File: src/rtl/seq_pkg.sv
// seq_pkg: state codes and successor function shared by the sequencer and the decoder; no ports
package seq_pkg;
  localparam logic [2:0] CODE_IDLE = 3'b001;
  localparam logic [2:0] CODE_S0 = 3'b010;
  localparam logic [2:0] CODE_S1 = 3'b100;
  localparam logic [2:0] CODE_S2 = 3'b110;
  localparam logic [2:0] CODE_S3 = 3'b101;
  typedef enum logic [2:0] {
    IDLE = CODE_IDLE,
    S0 = CODE_S0,
    S1 = CODE_S1,
    S2 = CODE_S2,
    S3 = CODE_S3
  } seq_state_t;
  function automatic seq_state_t next_code(seq_state_t c);
    return c == IDLE ? S0 : c == S0 ? S1 : c == S1 ? S2 : c == S2 ? S3 : IDLE;
  endfunction
endpackage

File: src/rtl/state_sequencer_if.sv
// state_sequencer_if: control/status bundle; master drives start hold abort, slave drives state busy done
interface state_sequencer_if;
  logic start;
  logic hold;
  logic abort;
  logic [2:0] state;
  logic busy;
  logic done;
  modport master(output start, hold, abort, input state, busy, done);
  modport slave(input start, hold, abort, output state, busy, done);
endinterface

File: src/rtl/state_sequencer_dwell_counter.sv
// dwell_counter: per-state dwell counter; in clk rst clr en terminal[CNT_W], out tc = (cnt==terminal)&en
module dwell_counter #(
  parameter int CNT_W = 4
) (
  input  logic             clk,
  input  logic             rst,
  input  logic             clr,
  input  logic             en,
  input  logic [CNT_W-1:0] terminal,
  output logic             tc
);
  logic [CNT_W-1:0] cnt;
  assign tc = (cnt == terminal) & en;
  always_ff @(posedge clk)
    cnt <= (rst || clr || tc) ? '0 : en ? cnt + 1'b1 : cnt;
endmodule

File: src/rtl/state_sequencer.sv
// state_sequencer: one-shot IDLE->S0..S3->IDLE sequencer with per-state dwell, hold and abort; in clk rst sif(slave: start hold abort), out sif.state busy done
module state_sequencer
  import seq_pkg::*;
#(
  parameter int CNT_W    = 4,
  parameter int DWELL_S0 = 2,
  parameter int DWELL_S1 = 3,
  parameter int DWELL_S2 = 1,
  parameter int DWELL_S3 = 4
) (
  input logic clk,
  input logic rst,
  state_sequencer_if.slave sif
);
  if (DWELL_S0 < 1 || DWELL_S0 > 2**CNT_W || DWELL_S1 < 1 || DWELL_S1 > 2**CNT_W ||
      DWELL_S2 < 1 || DWELL_S2 > 2**CNT_W || DWELL_S3 < 1 || DWELL_S3 > 2**CNT_W) begin : g_bad_dwell
    $error("state_sequencer: every dwell must be in 1..2**CNT_W");
  end
  localparam logic [CNT_W-1:0] T0 = CNT_W'(DWELL_S0 - 1);
  localparam logic [CNT_W-1:0] T1 = CNT_W'(DWELL_S1 - 1);
  localparam logic [CNT_W-1:0] T2 = CNT_W'(DWELL_S2 - 1);
  localparam logic [CNT_W-1:0] T3 = CNT_W'(DWELL_S3 - 1);
  seq_state_t st;
  logic [CNT_W-1:0] term;
  logic tc;
  logic busy_q;
  logic done_q;
  always_comb begin
    term = '0;
    case (st)
      S0:      term = T0;
      S1:      term = T1;
      S2:      term = T2;
      S3:      term = T3;
      default: term = '0;
    endcase
  end
  dwell_counter #(.CNT_W(CNT_W)) u_cnt (
    .clk      (clk),
    .rst      (rst),
    .clr      (st == IDLE || sif.abort),
    .en       (st != IDLE && !sif.hold),
    .terminal (term),
    .tc       (tc)
  );
  always_ff @(posedge clk)
    if (rst) begin
      st <= IDLE;
      busy_q <= 1'b0;
      done_q <= 1'b0;
    end else begin
      done_q <= 1'b0;
      if (st == IDLE) begin
        if (sif.start && !sif.abort) begin
          st <= S0;
          busy_q <= 1'b1;
        end
      end else if (sif.abort) begin
        st <= IDLE;
        busy_q <= 1'b0;
      end else if (tc) begin
        st <= next_code(st);
        busy_q <= st != S3;
        done_q <= st == S3;
      end
    end
  assign sif.state = st;
  assign sif.busy = busy_q;
  assign sif.done = done_q;
endmodule

File: src/flat_wrapper.sv
// flat-port wrapper written by rule: the top's interface ports become plain ports
module state_sequencer_flat import seq_pkg::*;
#(
  parameter int CNT_W    = 4,
  parameter int DWELL_S0 = 2,
  parameter int DWELL_S1 = 3,
  parameter int DWELL_S2 = 1,
  parameter int DWELL_S3 = 4
)
  (clk, rst, sif_start, sif_hold, sif_abort, sif_state, sif_busy, sif_done);
  state_sequencer_if sif_i ();
  input logic clk;
  input logic rst;
  input wire logic [$bits(sif_i.start)-1:0] sif_start;
  input wire logic [$bits(sif_i.hold)-1:0] sif_hold;
  input wire logic [$bits(sif_i.abort)-1:0] sif_abort;
  output wire logic [$bits(sif_i.state)-1:0] sif_state;
  output wire logic [$bits(sif_i.busy)-1:0] sif_busy;
  output wire logic [$bits(sif_i.done)-1:0] sif_done;
  assign sif_i.start = sif_start;
  assign sif_i.hold = sif_hold;
  assign sif_i.abort = sif_abort;
  assign sif_state = sif_i.state;
  assign sif_busy = sif_i.busy;
  assign sif_done = sif_i.done;
  state_sequencer #(.CNT_W(CNT_W), .DWELL_S0(DWELL_S0), .DWELL_S1(DWELL_S1), .DWELL_S2(DWELL_S2), .DWELL_S3(DWELL_S3)) u_core (.clk(clk), .rst(rst), .sif(sif_i));
endmodule
File: config.mk
export PLATFORM = sky130hd
export DESIGN_NAME = state_sequencer_flat
export DESIGN_NICKNAME = d
export VERILOG_FILES = /design/src/rtl/seq_pkg.sv /design/src/rtl/state_sequencer_if.sv /design/src/rtl/state_sequencer_dwell_counter.sv /design/src/rtl/state_sequencer.sv /design/src/flat_wrapper.sv
export SDC_FILE = /design/constraint.sdc
export NUM_CORES = 1
export LEC_CHECK = 0
export ABC_AREA = 0
export ABC_CLOCK_PERIOD_IN_PS = 2500
export BUFFER_PORTS_ARGS = -buffer_cell sky130_fd_sc_hd__clkbuf_2
export CORE_AREA = 2 2 39 41
export DETAILED_ROUTE_END_ITERATION = 6
export DIE_AREA = 0 0 41 43
export HOLD_SLACK_MARGIN = 0.12
export PLACE_DENSITY = 0.7
export SETUP_SLACK_MARGIN = 0.02
export SLEW_MARGIN = 20
export SYNTH_ARGS = -nofsm -noshare
export SYNTH_HDL_FRONTEND = slang
export SYNTH_SLANG_ARGS = --single-unit
export TNS_END_PERCENT = 50
File: constraint.sdc
create_clock -name clk -period 2.5 [get_ports clk]
set_clock_uncertainty 0.1 [all_clocks]
set_input_delay 0.375 -clock clk [delete_from_list [all_inputs] [get_ports clk]]
set_output_delay 0.375 -clock clk [all_outputs]
set_load 0.005 [all_outputs]
==> flow_results.org <==
** GRT
- The first global-routing pass estimated 2270 um of wire.
- The number of antenna violations at the first check in global routing was 0.
- Across every metal layer, demand over resource in global routing totals 18.3%.
- Maximum number of pins on one net before global-route repair :: 17
- Via count of the first global-routing pass :: 558
- Total congestion overflow :: 0

** Drt
- Final WL :: 1350 um
- Routed vias :: 615
- Vias per std cell :: 6.21
- After detailed routing, the average wire length per cell comes to 13.7 um.
- After detailed routing, the number of remaining DRC violations is 0.
- For this run, the detailed router's first-pass iteration total came to 4.
- Post-route antenna net violation count :: 0
- Number of DRC violations after detailed-routing iteration 0 :: 15

** Yosys
- Number of enable-type register cells in the synthesized netlist :: 0
- By instance count, the leading cell after synthesis is dfxtp_1.
- For this run, the register share of the synthesized area comes to 27.9%.
- Fraction of synthesized cell area in xor and xnor cells :: 4.07%
- Average cell area after synthesis :: 8.38 um2
- Share of cell area taken by muxes after synthesis :: 1.55%
- Synth Warn # :: 0
- After synthesis the cells add up to 646 um2.
- The number of nets in the synthesized netlist is 83.
- In this run, synthesis produced a sequential element count of 9.
- Synth Area in Adders :: 1.94%
- Summed over its instances, the top area cell type makes up 27.9% of the synthesized netlist area.
- For this run, the leading register cell type out of synthesis is dfxtp_1.
- For this run, asynchronously set or reset flops after synthesis account for 0%.
- Summed over all instances, the cell type with the most area after synthesis is dfxtp_1.
- Synthesized-area fraction occupied by ao, oa, aoi and oai cells :: 23.8%
- Cell types occupying the most area after synthesis :: dfxtp_1 (28%), nor2_1 (4.1%), buf_2 (3.1%)
- The number of different library cells used by synthesis comes to 44.
- Synth Area in Simple Gates :: 31.8%
- Synthesis handed over a netlist of 77 instances.
- After synthesis, the most frequently instantiated cells are dfxtp_1 (9), nor2_1 (7), inv_1 (5).
- After synthesis, the largest family of logic cells by area is simple AND/OR/NAND/NOR gates.

** Die
- The floorplan step defined a die boundary enclosing 1760 um2.
- Starting density of the core :: 46.7%
- Core box area :: 1380 um2
- Row generation in the floorplan step produced 14 rows.
- The floorplan step set the die height to 43 um.
- 10 I/O pins were placed.
- The floorplan step set the die width to 41 um.

** Clocking
- Clock tree from TritonCTS :: done
- Max H-tree Level :: 1
- Quantity of gates resized following cts :: 0
- The clock net in this run drives a total of 9 sinks.
- CTS placed an instance of clkbuf_4 at the clock tree root.
- Once the clock tree was built, the setup fixing pass inserted 0 buffers.
- Max Root-Sink Buffers :: 2
- Inserted Clock Buffers :: 3
- Hold repair after CTS inserted 0 buffers.
- Clock-pin slew was measured on the worst setup and hold paths at 0.06 ns.
- The later pin in the worst-skew pair is clocked with a latency of 0.26 ns.

** Critical path
- Maximum fanout encountered on the critical timing path :: 16
- CP Data Arrival Time :: 2.00 ns
- Worst r2r src :: u_core.sif.state[2]
- The worst setup path is captured at a flop.
- Setup slack on the worst reg-to-reg path comes out at 0.55 ns.
- Class of the most critical setup path :: reg2reg
- Measured in cells, the most critical reg-to-reg path has a length of 4.
- Crit start category :: flop
- In this run the critical register-to-register path is captured at u_core.sif.state[2].
- Critical Path RT :: 2.55 ns

** STA
- Static timing analysis puts the maximum clock frequency at 513 MHz.
- In the finished design, the share of the clock period the worst path needs comes to 77.9%.
- On the final layout, the worst hold slack is 0.278 ns.
- Sum of negative setup slack :: 0 ns
- The final number of max-transition violations came to 0.
- Pin slew with the least headroom to its limit :: 0.461 ns
- Worst max-slew margin expressed relative to the limit :: 69.2%
- Setup violations remaining at the end of the flow were counted as 0.
- Unrepaired setup endpoints after global routing :: false
- Across all setup checks in the final design, the least slack found is 0.552 ns.
- The number of failing hold endpoints at the final stage was 0.
- The worst path in the final design needs a cycle of 1.95 ns, including I/O delays and setup.

** Layout
- Once layout is complete, the utilization of the core stands at 50.5%.
- Layout overhead on the synthesized area :: 8.14%
- Fraction of final layout cells with drive strength greater than 1 :: 19.3%
- The final layout contains 90 nets.
- After the flow finishes, the layout carries non-filler instances totaling 99.
- The number of antenna diodes in the final layout is 0.
- With fillers left out, the area of the finished cells amounts to 698 um2.
- The layout has 141 filler cells.

** Placement
- After detailed placement, the total cell area comes to 672 um2.
- Detailed placer's ending HPWL :: 999 um
- Routability-driven placement finished with a final weighted congestion of 0.852.
- Port Buf Inserts :: 9
- Place WS :: 0.513 ns
- Placed cells :: 95

** Job
- Max-cap violations in this run came to 0.

** Worst hold path
- Hold endpoint :: u_core.sif.done
- In this run the most critical hold path is launched from rst.
- The worst hold path belongs to the class in2reg.
- Number of instances on the worst hold path :: 2

** Pwr
- Summed over all cells, the static leakage comes to 0.298 nW.
- Worst voltage drop across the vdd grid :: 0.000361 V
- Tot Pwr :: 0.570 mW
- Power spread over the standard cell area amounts to 816 nW/um2.

** Run status
- The run finished with clean final reports.
[how the worst max path moves through the flow]
stage                     slack (ns)  cells past startpoint                 from                   to
final                           0.55                      4  u_core.sif.state[2]  u_core.sif.state[2]
after global routing            0.47                      4  u_core.sif.state[1]  u_core.sif.state[2]
after CTS                       0.56                      4  u_core.sif.state[1]  u_core.sif.state[2]
after detailed placement        0.51                      5             sif_hold  u_core.sif.state[2]
after global placement          0.54                      5             sif_hold  u_core.sif.state[2]
after floorplan                 0.69                      5             sif_hold  u_core.sif.state[2]
[layout make-up]
type                            instances  area, um2  share of cell area [%]
Multi-Input combinational cell         56        408                    58.4
Sequential cell                         9        180                    25.8
Timing Repair Buffer                    9       45.0                    6.45
Clock buffer                            4       26.3                    3.76
Tap cell                               16       20.0                    2.87
Inverter                                5       18.8                    2.69
[logic make-up after synthesis]
| group | after synthesis |
|---|---|
| XOR/XNOR | 3 |
| multiplexers | 1 |
| flip-flops | 9 |
| AO/OA/AOI/OAI | 19 |
| buffers and inverters | 12 |
| AND/OR/NAND/NOR | 32 |
| adder cells (fa/ha/maj) | 1 |
[cells in the final DEF (no fill, tap or decap), types with 2 or more instances in the layout]
master / n
clkbuf_4: 3
or3_1: 3
nand2_1: 3
dfxtp_1: 9
xnor2_1: 2
nand4b_1: 2
inv_1: 5
a21oi_1: 3
nor4b_1: 2
nor2_1: 7
clkbuf_2: 9
nor2b_1: 2
nand2b_1: 2
[power breakdown]
group	switching (mW)	leakage, nW	internal [mW]
registers	0.0464	0.0733	0.167
logic	0.119	0.210	0.124
clock network	0.0519	0.0150	0.0616
total	0.217	0.298	0.353
[flip-flops by register name (all words and copies together), names as in the netlist]
signal	count
u_core.sif.busy	1
u_core.sif.done	1
u_core.sif.state	3
u_core.u_cnt.cnt	4
[critical path: stages (launching register included)]
cell and delay (ns):
dfxtp_1 0.45, nor4b_1 0.43, or3b_4 0.44, and3_4 0.19, o221a_1 0.23
[layer usage]
layer	vias up	track usage, %	wire length (um)
met5	-	0	0
met4	0	12.0	43
met3	6	3.14	53
met2	18	26.6	644
met1	294	23.5	610
li1	297	-	-
No activity file was read; power rests on OpenSTA's default activity.
